**config.mk**
```make
export PLATFORM = sky130hd
export DESIGN_NAME = neuron_par_flat
export DESIGN_NICKNAME = d
export VERILOG_FILES = /design/src/rtl/neuron_par_if.sv /design/src/rtl/neuron_par.sv /design/src/flat_wrapper.sv
export SDC_FILE = /design/constraint.sdc
export NUM_CORES = 2
export LEC_CHECK = 0
export CAP_MARGIN = 15
export CORE_ASPECT_RATIO = 2
export CORE_UTILIZATION = 35
export CTS_BUF_LIST = sky130_fd_sc_hd__clkbuf_8
export DETAILED_ROUTE_END_ITERATION = 12
export HOLD_SLACK_MARGIN = 0.02
export MAX_ROUTING_LAYER = met4
export SLEW_MARGIN = 0
export SYNTH_ARGS = -nofsm -noshare
export SYNTH_HDL_FRONTEND = slang
export SYNTH_SLANG_ARGS = --single-unit
```
**constraint.sdc**
```tcl
create_clock -name clk -period 19 [get_ports clk]
set_clock_uncertainty 0.2 [all_clocks]
set_input_delay 3.8 -clock clk [delete_from_list [all_inputs] [get_ports clk]]
set_output_delay 3.8 -clock clk [all_outputs]
set_load 0.1 [all_outputs]
```
**src/rtl/neuron_par_if.sv**
```systemverilog
// Handshake and configuration bus of a single parallel-lane neuron.
// The master side drives beats, weight/bias loads and out_ready; the slave side is the neuron.
interface neuron_par_if #(
    parameter int DATA_WIDTH = 16,
    parameter int LANES      = 4
);
    logic [LANES*DATA_WIDTH-1:0] in_data;
    logic                        in_valid;
    logic                        in_ready;
    logic                        weight_valid;
    logic [31:0]                 weight_value;
    logic                        bias_valid;
    logic [31:0]                 bias_value;
    logic [31:0]                 config_layer_num;
    logic [31:0]                 config_neuron_num;
    logic [DATA_WIDTH-1:0]       out_data;
    logic                        out_valid;
    logic                        out_ready;
    logic                        busy;

    modport master (
        output in_data, in_valid, weight_valid, weight_value, bias_valid, bias_value,
               config_layer_num, config_neuron_num, out_ready,
        input  in_ready, out_data, out_valid, busy
    );

    modport slave (
        input  in_data, in_valid, weight_valid, weight_value, bias_valid, bias_value,
               config_layer_num, config_neuron_num, out_ready,
        output in_ready, out_data, out_valid, busy
    );
endinterface

```
**src/rtl/neuron_par.sv**
```systemverilog
// Fixed-point neuron: LANES-wide multiply-accumulate over NB beats, bias add,
// saturating requantisation and relu/linear activation with an out_valid/out_ready result.
module neuron_par #(
    parameter int    LAYER_NO         = 1,
    parameter int    NEURON_NO        = 0,
    parameter int    NUM_WEIGHT       = 30,
    parameter int    DATA_WIDTH       = 16,
    parameter int    LANES            = 4,
    parameter int    WEIGHT_INT_WIDTH = 1,
    parameter string ACT_TYPE         = "relu"
) (
    input logic          clk,
    input logic          rst,
    neuron_par_if.slave  bus
);

    localparam int NB      = (NUM_WEIGHT + LANES - 1) / LANES;
    localparam int AW      = (NB > 1) ? $clog2(NB) : 1;
    localparam int CW      = $clog2(NB + 1);
    localparam int LW      = (LANES > 1) ? $clog2(LANES) : 1;
    localparam int PW      = (NUM_WEIGHT > 1) ? $clog2(NUM_WEIGHT) : 1;
    localparam int ACC_W   = 2 * DATA_WIDTH;
    localparam int SUM_W   = ACC_W + 4;
    localparam bit IS_RELU = (ACT_TYPE == "relu");

    typedef enum logic [2:0] {S_IDLE, S_ACC, S_BIAS, S_ACT, S_OUT} state_t;

    function automatic logic signed [ACC_W-1:0] sat_acc(input logic signed [SUM_W-1:0] v);
        logic [SUM_W-ACC_W:0] hi;
        hi = v[SUM_W-1:ACC_W-1];
        if (hi == '0 || hi == '1) sat_acc = v[ACC_W-1:0];
        else if (v[SUM_W-1])      sat_acc = {1'b1, {(ACC_W-1){1'b0}}};
        else                      sat_acc = {1'b0, {(ACC_W-1){1'b1}}};
    endfunction

    // The field keeps WEIGHT_INT_WIDTH integer bits off the top; the bits dropped above it must be pure sign.
    function automatic logic signed [DATA_WIDTH-1:0] sat_field(input logic signed [ACC_W-1:0] a);
        logic [WEIGHT_INT_WIDTH:0] hi;
        hi = a[ACC_W-1 -: WEIGHT_INT_WIDTH+1];
        if (hi == '0 || hi == '1) sat_field = a[ACC_W-1-WEIGHT_INT_WIDTH -: DATA_WIDTH];
        else if (a[ACC_W-1])      sat_field = {1'b1, {(DATA_WIDTH-1){1'b0}}};
        else                      sat_field = {1'b0, {(DATA_WIDTH-1){1'b1}}};
    endfunction

    state_t                        state, state_nx;
    logic [CW-1:0]                 beat_cnt;
    logic [PW-1:0]                 wr_ptr;
    logic [AW-1:0]                 wr_word;
    logic [LW-1:0]                 wr_lane;
    logic                          cfg_hit, accept, in_ready, last_beat, drained, leave_out;
    logic signed [DATA_WIDTH-1:0]  wmem [NB][LANES];
    logic signed [DATA_WIDTH-1:0]  bias_q, out_q;
    logic signed [ACC_W-1:0]       acc;
    logic [LANES-1:0]              lane_en, en_p0;
    logic [LANES*DATA_WIDTH-1:0]   x_p0;
    logic signed [DATA_WIDTH-1:0]  w_p0 [LANES];
    logic signed [ACC_W-1:0]       prod_p1 [LANES];
    logic signed [SUM_W-1:0]       tree_sum;
    logic                          vld_p0, vld_p1, vld_p2;
    logic                          unused_hi_bits;

    assign cfg_hit   = (bus.config_layer_num == 32'(LAYER_NO)) &&
                       (bus.config_neuron_num == 32'(NEURON_NO));
    assign last_beat = (beat_cnt == CW'(NB));
    assign in_ready  = (state == S_IDLE) || (state == S_ACC && !last_beat);
    assign accept    = bus.in_valid && in_ready;
    assign drained   = last_beat && !vld_p0 && !vld_p1 && !vld_p2;
    assign leave_out = (state == S_OUT) && bus.out_ready;

    assign bus.in_ready  = in_ready;
    assign bus.out_valid = (state == S_OUT);
    assign bus.out_data  = out_q;
    assign bus.busy      = (state != S_IDLE);
    assign unused_hi_bits = ^{bus.weight_value[31:DATA_WIDTH], bus.bias_value[31:DATA_WIDTH]};

    always_ff @(posedge clk or negedge rst) begin
        if (!rst) state <= S_IDLE;
        else      state <= state_nx;
    end

    always_comb begin
        state_nx = state;
        case (state)
            S_IDLE:  if (accept) state_nx = S_ACC;
            S_ACC:   if (drained) state_nx = S_BIAS;
            S_BIAS:  state_nx = S_ACT;
            S_ACT:   state_nx = S_OUT;
            S_OUT:   if (bus.out_ready) state_nx = S_IDLE;
            default: state_nx = S_IDLE;
        endcase
    end

    always_ff @(posedge clk) begin
        if (bus.weight_valid && cfg_hit) wmem[wr_word][wr_lane] <= bus.weight_value[DATA_WIDTH-1:0];
    end

    always_ff @(posedge clk or negedge rst) begin
        if (!rst) begin
            wr_ptr  <= '0;
            wr_word <= '0;
            wr_lane <= '0;
        end else if (bus.weight_valid && cfg_hit) begin
            if (wr_ptr == PW'(NUM_WEIGHT - 1)) begin
                wr_ptr  <= '0;
                wr_word <= '0;
                wr_lane <= '0;
            end else begin
                wr_ptr <= wr_ptr + 1'b1;
                if (wr_lane == LW'(LANES - 1)) begin
                    wr_lane <= '0;
                    wr_word <= wr_word + 1'b1;
                end else begin
                    wr_lane <= wr_lane + 1'b1;
                end
            end
        end
    end

    always_ff @(posedge clk or negedge rst) begin
        if (!rst)                           bias_q <= '0;
        else if (bus.bias_valid && cfg_hit) bias_q <= bus.bias_value[DATA_WIDTH-1:0];
    end

    always_ff @(posedge clk or negedge rst) begin
        if (!rst)           beat_cnt <= '0;
        else if (leave_out) beat_cnt <= '0;
        else if (accept)    beat_cnt <= beat_cnt + 1'b1;
    end

    always_comb begin
        lane_en = '0;
        for (int l = 0; l < LANES; l++) lane_en[l] = (int'(beat_cnt) * LANES + l) < NUM_WEIGHT;
    end

    always_ff @(posedge clk or negedge rst) begin
        if (!rst) begin
            vld_p0 <= 1'b0;
            vld_p1 <= 1'b0;
            vld_p2 <= 1'b0;
        end else begin
            vld_p0 <= accept;
            vld_p1 <= vld_p0;
            vld_p2 <= vld_p1;
        end
    end

    // p0: capture the beat together with its weight word
    always_ff @(posedge clk) begin
        if (accept) begin
            x_p0  <= bus.in_data;
            en_p0 <= lane_en;
            w_p0  <= wmem[beat_cnt[AW-1:0]];
        end
    end

    // p1: per-lane products, lanes past the last weight forced to zero
    always_ff @(posedge clk) begin
        if (vld_p0) begin
            for (int l = 0; l < LANES; l++)
                prod_p1[l] <= en_p0[l] ? ACC_W'($signed(x_p0[l*DATA_WIDTH +: DATA_WIDTH])) * ACC_W'(w_p0[l])
                                       : '0;
        end
    end

    always_comb begin
        tree_sum = '0;
        for (int l = 0; l < LANES; l++) tree_sum = tree_sum + SUM_W'(prod_p1[l]);
    end

    // p2: adder tree into the saturating accumulator; the bias shares the same clamp
    always_ff @(posedge clk or negedge rst) begin
        if (!rst)                  acc <= '0;
        else if (leave_out)        acc <= '0;
        else if (vld_p1)           acc <= sat_acc(SUM_W'(acc) + tree_sum);
        else if (state == S_BIAS)  acc <= sat_acc(SUM_W'(acc) + SUM_W'($signed({bias_q, {DATA_WIDTH{1'b0}}})));
    end

    always_ff @(posedge clk or negedge rst) begin
        if (!rst)                out_q <= '0;
        else if (state == S_ACT) out_q <= (IS_RELU && acc[ACC_W-1]) ? '0 : sat_field(acc);
    end

endmodule

```
**src/flat_wrapper.sv**
```systemverilog
// flat-port wrapper written by rule: the top's interface ports become plain ports
module neuron_par_flat 
#(
    parameter int    LAYER_NO         = 1,
    parameter int    NEURON_NO        = 0,
    parameter int    NUM_WEIGHT       = 30,
    parameter int    DATA_WIDTH       = 16,
    parameter int    LANES            = 4,
    parameter int    WEIGHT_INT_WIDTH = 1,
    parameter string ACT_TYPE         = "    "
)
  (clk, rst, bus_in_data, bus_in_valid, bus_weight_valid, bus_weight_value, bus_bias_valid, bus_bias_value, bus_config_layer_num, bus_config_neuron_num, bus_out_ready, bus_in_ready, bus_out_data, bus_out_valid, bus_busy);
  neuron_par_if #(.DATA_WIDTH(DATA_WIDTH), .LANES(LANES)) bus_i ();
  input logic clk;
  input logic rst;
  input wire logic [$bits(bus_i.in_data)-1:0] bus_in_data;
  input wire logic [$bits(bus_i.in_valid)-1:0] bus_in_valid;
  input wire logic [$bits(bus_i.weight_valid)-1:0] bus_weight_valid;
  input wire logic [$bits(bus_i.weight_value)-1:0] bus_weight_value;
  input wire logic [$bits(bus_i.bias_valid)-1:0] bus_bias_valid;
  input wire logic [$bits(bus_i.bias_value)-1:0] bus_bias_value;
  input wire logic [$bits(bus_i.config_layer_num)-1:0] bus_config_layer_num;
  input wire logic [$bits(bus_i.config_neuron_num)-1:0] bus_config_neuron_num;
  input wire logic [$bits(bus_i.out_ready)-1:0] bus_out_ready;
  output wire logic [$bits(bus_i.in_ready)-1:0] bus_in_ready;
  output wire logic [$bits(bus_i.out_data)-1:0] bus_out_data;
  output wire logic [$bits(bus_i.out_valid)-1:0] bus_out_valid;
  output wire logic [$bits(bus_i.busy)-1:0] bus_busy;
  assign bus_i.in_data = bus_in_data;
  assign bus_i.in_valid = bus_in_valid;
  assign bus_i.weight_valid = bus_weight_valid;
  assign bus_i.weight_value = bus_weight_value;
  assign bus_i.bias_valid = bus_bias_valid;
  assign bus_i.bias_value = bus_bias_value;
  assign bus_i.config_layer_num = bus_config_layer_num;
  assign bus_i.config_neuron_num = bus_config_neuron_num;
  assign bus_i.out_ready = bus_out_ready;
  assign bus_in_ready = bus_i.in_ready;
  assign bus_out_data = bus_i.out_data;
  assign bus_out_valid = bus_i.out_valid;
  assign bus_busy = bus_i.busy;
  neuron_par #(.LAYER_NO(LAYER_NO), .NEURON_NO(NEURON_NO), .NUM_WEIGHT(NUM_WEIGHT), .DATA_WIDTH(DATA_WIDTH), .LANES(LANES), .WEIGHT_INT_WIDTH(WEIGHT_INT_WIDTH), .ACT_TYPE(ACT_TYPE)) u_core (.clk(clk), .rst(rst), .bus(bus_i));
endmodule
```
Word level (Yosys, flattened, before mapping)
Memory sizes are Yosys's and may differ from the RTL's. A register that Yosys moved wholly into a read port is not among the register bits.
Index checks and enable logic that the tools add are counted.
Widths: inputs -> output; s select.
{ "op_classes": {"add_sub_neg": 12, "n_mul": 4, "div": 0, "n_lt_le_gt_ge": 6, "n_eq_ne": 14, "n_shift": 0, "muxes": 30, "bitwise": 1, "n_reduce_logical": 29} }
{ "ops": {"columns": ["operator", "n"], "rows": [
  ["$mux 32", 11],
  ["$mul 16x16->32", 4],
  ["$lt 32x6->1 const B", 3],
  ["$add 32x32->33", 2],
  ["$mux 64", 1],
  ["$mux 16", 3],
  ["$add 32x36->36", 1],
  ["$add 36x32->36", 1],
  ["$add 33x32->34", 1],
  ["$demux 16 s2", 1],
  ["$eq 32x1->1 const B", 1],
  ["$logic_not 32->1", 1],
  ["$eq 5x5->1 const B", 3],
  ["$mux 3", 5],
  ["$pmux 3 s5", 1],
  ["$add 6x2->7 const B", 2],
  ["$logic_and 1x1->1", 10],
  ["$logic_not 5->1", 2],
  ["$mux 4", 2],
  ["$add 6x1->7 const B", 1],
  ["$eq 3x2->1 const B", 2],
  ["$lt 6x5->1 const B", 1],
  ["$reduce_bool 3->1", 2],
  ["$add 5x1->5 const B", 1],
  ["22 further kinds", 34]
]} }
{ "totals": {"register_bits": 152, "latch_bits": 0, "mem_bits_rw": 640, "rom_bits": 0, "input_bits": 198, "output_inout_bits": 19, "word_cells": 111, "memories": 2} }
{ "mem_list": {"columns": ["name", "depth", "word_bits", "read_ports", "rd_clocked_by_memory_dff", "wr", "line", "source"], "rows": [
  ["u_core.wmem", 8, 64, 1, 1, 1, "neuron_par.sv:51", "logic signed [DATA_WIDTH-1:0] wmem [NB][LANES];"],
  ["u_core.prod_p1", 4, 32, 4, 0, 4, "neuron_par.sv:57", "logic signed [ACC_W-1:0] prod_p1 [LANES];"]
]} }

Logic depth before layout (Yosys ltp)
An unclocked memory read counts as a cell.
{ "logic_depth": {"word_depth": 10, "depth_mapped": 31, "mapped_depth_nobuf": 29} }

Least setup slack after synthesis
Ideal clock, no wire load.
{ "synth_path": {"path_type": "in2reg", "startpoint": "input port bus_in_valid", "endpoint": "register u_core.beat_cnt[3]", "setup_ns": 0.124, "arrival_ns": 8.316, "t_required_ns": 18.676, "path_slack_ns": 10.359, "path_stages": 5, "path_buffers": 1, "cell_sequence": "and2_1 > clkbuf_1 > nand4_1 > xnor2_1 > nor2_1"} }
{ "synth_between": {"elab_chain_cells": 2} }
{ "synth_lines": {"columns": ["item", "line", "source"], "rows": [
  ["from (decl)", "flat_wrapper.sv:17", "input wire logic [$bits(bus_i.in_valid)-1:0] bus_in_valid;"],
  ["$logic_and 1x1->1", "neuron_par.sv:66", "assign accept = bus.in_valid && in_ready;"],
  ["named net u_core.accept", "neuron_par.sv:50", "logic cfg_hit, accept, in_ready, last_beat, drained, leave_out;"],
  ["$reduce_bool 2->1 (no source line)", null, null],
  ["to (signal assigned)", "neuron_par.sv:127", "else if (accept) beat_cnt <= beat_cnt + 1'b1;"],
  ["to (decl)", "neuron_par.sv:46", "logic [CW-1:0] beat_cnt;"]
]} }
The timed path passes the listed nets, and every way through them passes these cells.
A chain may end at the register's enable or synchronous reset.

==> run metrics <==
status=finished, final reports clean; most used standard cell by instance count after synthesis=inv_1; share of post-route cells with drive strength above 1=7.26%; CTS Sinks=854; worst rel slew slack=20.5%; total CTS buffers=118; core area=216000 sq um; vias in the first global route=54200; final WL=204000 microns; CTS clk-pin slew, worst paths=70 ps; Pre-Repair DR Iteration Count=6; CTS H-Tree Depth=3; crit end category=register; Slew Viols, Final=0; Final Hold Viols=0; Worst-Skew Late Latency=840 ps; Final TNS setup=0 ps; largest net degree at the start of global routing=70; area grow syn2layout=9.82%; DP HPWL=158000 microns; CTS tree=yes; GPL Wtd Cong=0.901; worst path required time=19330 ps; setup violators final=0; portion of netlist area occupied by mux cells=5.24%; initial core utilization=35.3%; Syn Inst Count=6571; largest family of logic cells by synthesized area=adder cells; Synth Cell Area=76100 sq um; antenna violations before repair=8; post_cts resized=0; Max Cap Violations=0; Wirelength per Cell=21.2 microns; Crit path arrival time=8960 ps; cts hold-fix bufs=0; Die X=332 microns; post-synthesis simple-gate area fraction=10.8%; FILL cells=20700; post-CTS setup buffers=0; final worst-path cycle share=45.4%; Overflow after GRT=0; row count=241; ys flop type=edfxtp_1; Synthesized Nets=8308; num ports=217; area share of the largest cell type after synthesis=30.4%; f_max=116 MHz; Yosys warning count=0; Root Driver=clkbuf_8; post-synthesis register bit count=854; Max clock buf depth=3; die span in y=661 microns; Hold Path Class=register to register; asr flop ratio synth=9.84%; nets=8469; average cell area after synthesis=11.6 sq um; Avg Vias per Cell=5.03; Final Critical Period=8630 ps; Port-buffer cells=184; Detailed Route Iter0 Violations=2501; worst setup path category=register to register; CP Max Fanout=16; top cell type by total area after synthesis=edfxtp_1; GRT Max-Usage Layer=met2; Commonest cells post-synth=inv_1, fa_1, edfxtp_1, nand2_1, and2_1; Post-DRT Antenna Nets=0; M1 GR Usage=18.8%; Unique masters post-synth=84; Post-synth EDFFs=770; Tot GR Track Use=19.4%; met2 Usage GRT=37.1%; CP Launch Type=register; global-route wire length before repair=313000 microns; M3 GR Usage=1.98%; Die Area=219000 sq um; synth top area cells=edfxtp_1, fa_1, ha_1, inv_1, mux4_2; sequential share of the synthesized area=33.1%; RSZ-0062 raised after global routing=no; XOR/XNOR Fraction of Synth Area=2.22%; vias post-DR=48400; R2R Setup Slk=10370 ps; Slew @ Worst Pin=1190 ps; Compound-Gate Fraction of Synth Area=4.86%; DRC viols=0; Synth Area in Adders=36.3%
sequential cells by signal, indices dropped and copies added (netlist names):
| signal | cells |
|---|---|
| u_core.acc | 32 |
| u_core.beat_cnt | 4 |
| u_core.bias_q | 16 |
| u_core.bus.out_data | 16 |
| u_core.en_p0 | 2 |
| u_core.prod_p1 | 128 |
| u_core.state | 3 |
| u_core.vld_p0 | 1 |
| u_core.vld_p1 | 1 |
| u_core.vld_p2 | 1 |
| u_core.w_p0 | 64 |
| u_core.wmem | 512 |
| u_core.wr_lane | 2 |
| u_core.wr_ptr | 5 |
| u_core.wr_word | 3 |
| u_core.x_p0 | 64 |
cell families (layout without fill, tap and decap cells):
logic type | after synthesis | count (layout)
AO/OA/AOI/OAI | 568 | 568
XOR/XNOR | 193 | 193
adder cells (fa/ha/maj) | 1539 | 1539
buffers and inverters | 1505 | 1765
flip-flops | 854 | 854
multiplexers | 226 | 226
other | 0 | 4
AND/OR/NAND/NOR | 1686 | 1686
per-stage QoR:
step / hold slack, ps / worst slack [ps] / instances / instance area, sq um / utilization (%)
final: 285 / 10370 / 9629 / 83600 / 38.8
after global routing: 324 / 10250 / 9627 / 83600 / 38.8
after CTS: 288 / 10560 / 9623 / 83500 / 38.7
after detailed placement: 274 / 10560 / 9404 / 81100 / 37.6
after global placement: 267 / 10590 / 9404 / 81100 / 37.6
after floorplan: 250 / 10360 / 6571 / 76100 / -
worst max-delay path, stage by stage (launching register included):
cell      delay, ps
edfxtp_1       1050
nand2_1         180
fa_1            550
inv_1            60
fa_1            540
inv_1            50
fa_1            480
fa_1            550
inv_1            50
fa_1            480
inv_1            50
fa_1            470
inv_1            40
ha_1            370
nand3_1         190
nor4_1          580
o21ai_0         350
a31oi_1         470
a22oi_1         240
o21ai_0         200
a21o_1          170
nand3_1         150
o21ai_0         240
xnor2_1         170
nor2_1          480
cell type report:
cell class	instances	area, sq um	area share (%)
multi-input cells	4212	45200	54.1
flip-flops and latches	854	25200	30.2
inverters	1295	4860	5.82
well taps	2794	3500	4.18
repair buffers	251	2370	2.83
clock buffers	119	1640	1.96
clock inverters	100	752	0.900
diodes	4	10.0	0.0120
per-layer routing:
| layer | part of all wire [%] | vias to the layer above |
|---|---|---|
| met4 | 6.4 | 0 |
| met5 | 0 | - |
| met3 | 3.7 | 520 |
| li1 | - | 21400 |
| met1 | 34 | 25200 |
| met2 | 56 | 1288 |
cells in the final DEF, fill, tap and decap left out, types with 96 or more instances in the layout:
cell type / n
clkbuf_8: 119
a21oi_1: 174
mux4_2: 128
nand2_1: 697
xnor2_1: 128
and2_1: 427
ha_1: 422
inv_1: 1322
fa_1: 1117
edfxtp_1: 770
clkdlybuf4s50_1: 183
mux2_2: 96
nor2_1: 243
o21ai_0: 106
worst paths after layout:
kind                                                     startpoint                                  end  cells after the start
worst min-delay path            u_core.bus.out_data[15]$_DFFE_PN0P_  u_core.bus.out_data[15]$_DFFE_PN0P_                      2
worst max register to register            u_core.x_p0[57]$_DFFE_PP_  u_core.prod_p1[3][31]$_SDFFCE_PN0P_                     24
min in group asynchronous                                       rst         u_core.wr_ptr[3]$_DFFE_PN0P_                      1
worst max-delay path                      u_core.x_p0[57]$_DFFE_PP_  u_core.prod_p1[3][31]$_SDFFCE_PN0P_                     24
worst min register to register  u_core.bus.out_data[15]$_DFFE_PN0P_  u_core.bus.out_data[15]$_DFFE_PN0P_                      2
max in group asynchronous                                       rst              u_core.vld_p0$_DFF_PN0_                      2
Power is not shown: default switching activity piles up to over one toggle a cycle in this logic, so the estimate is an artifact.
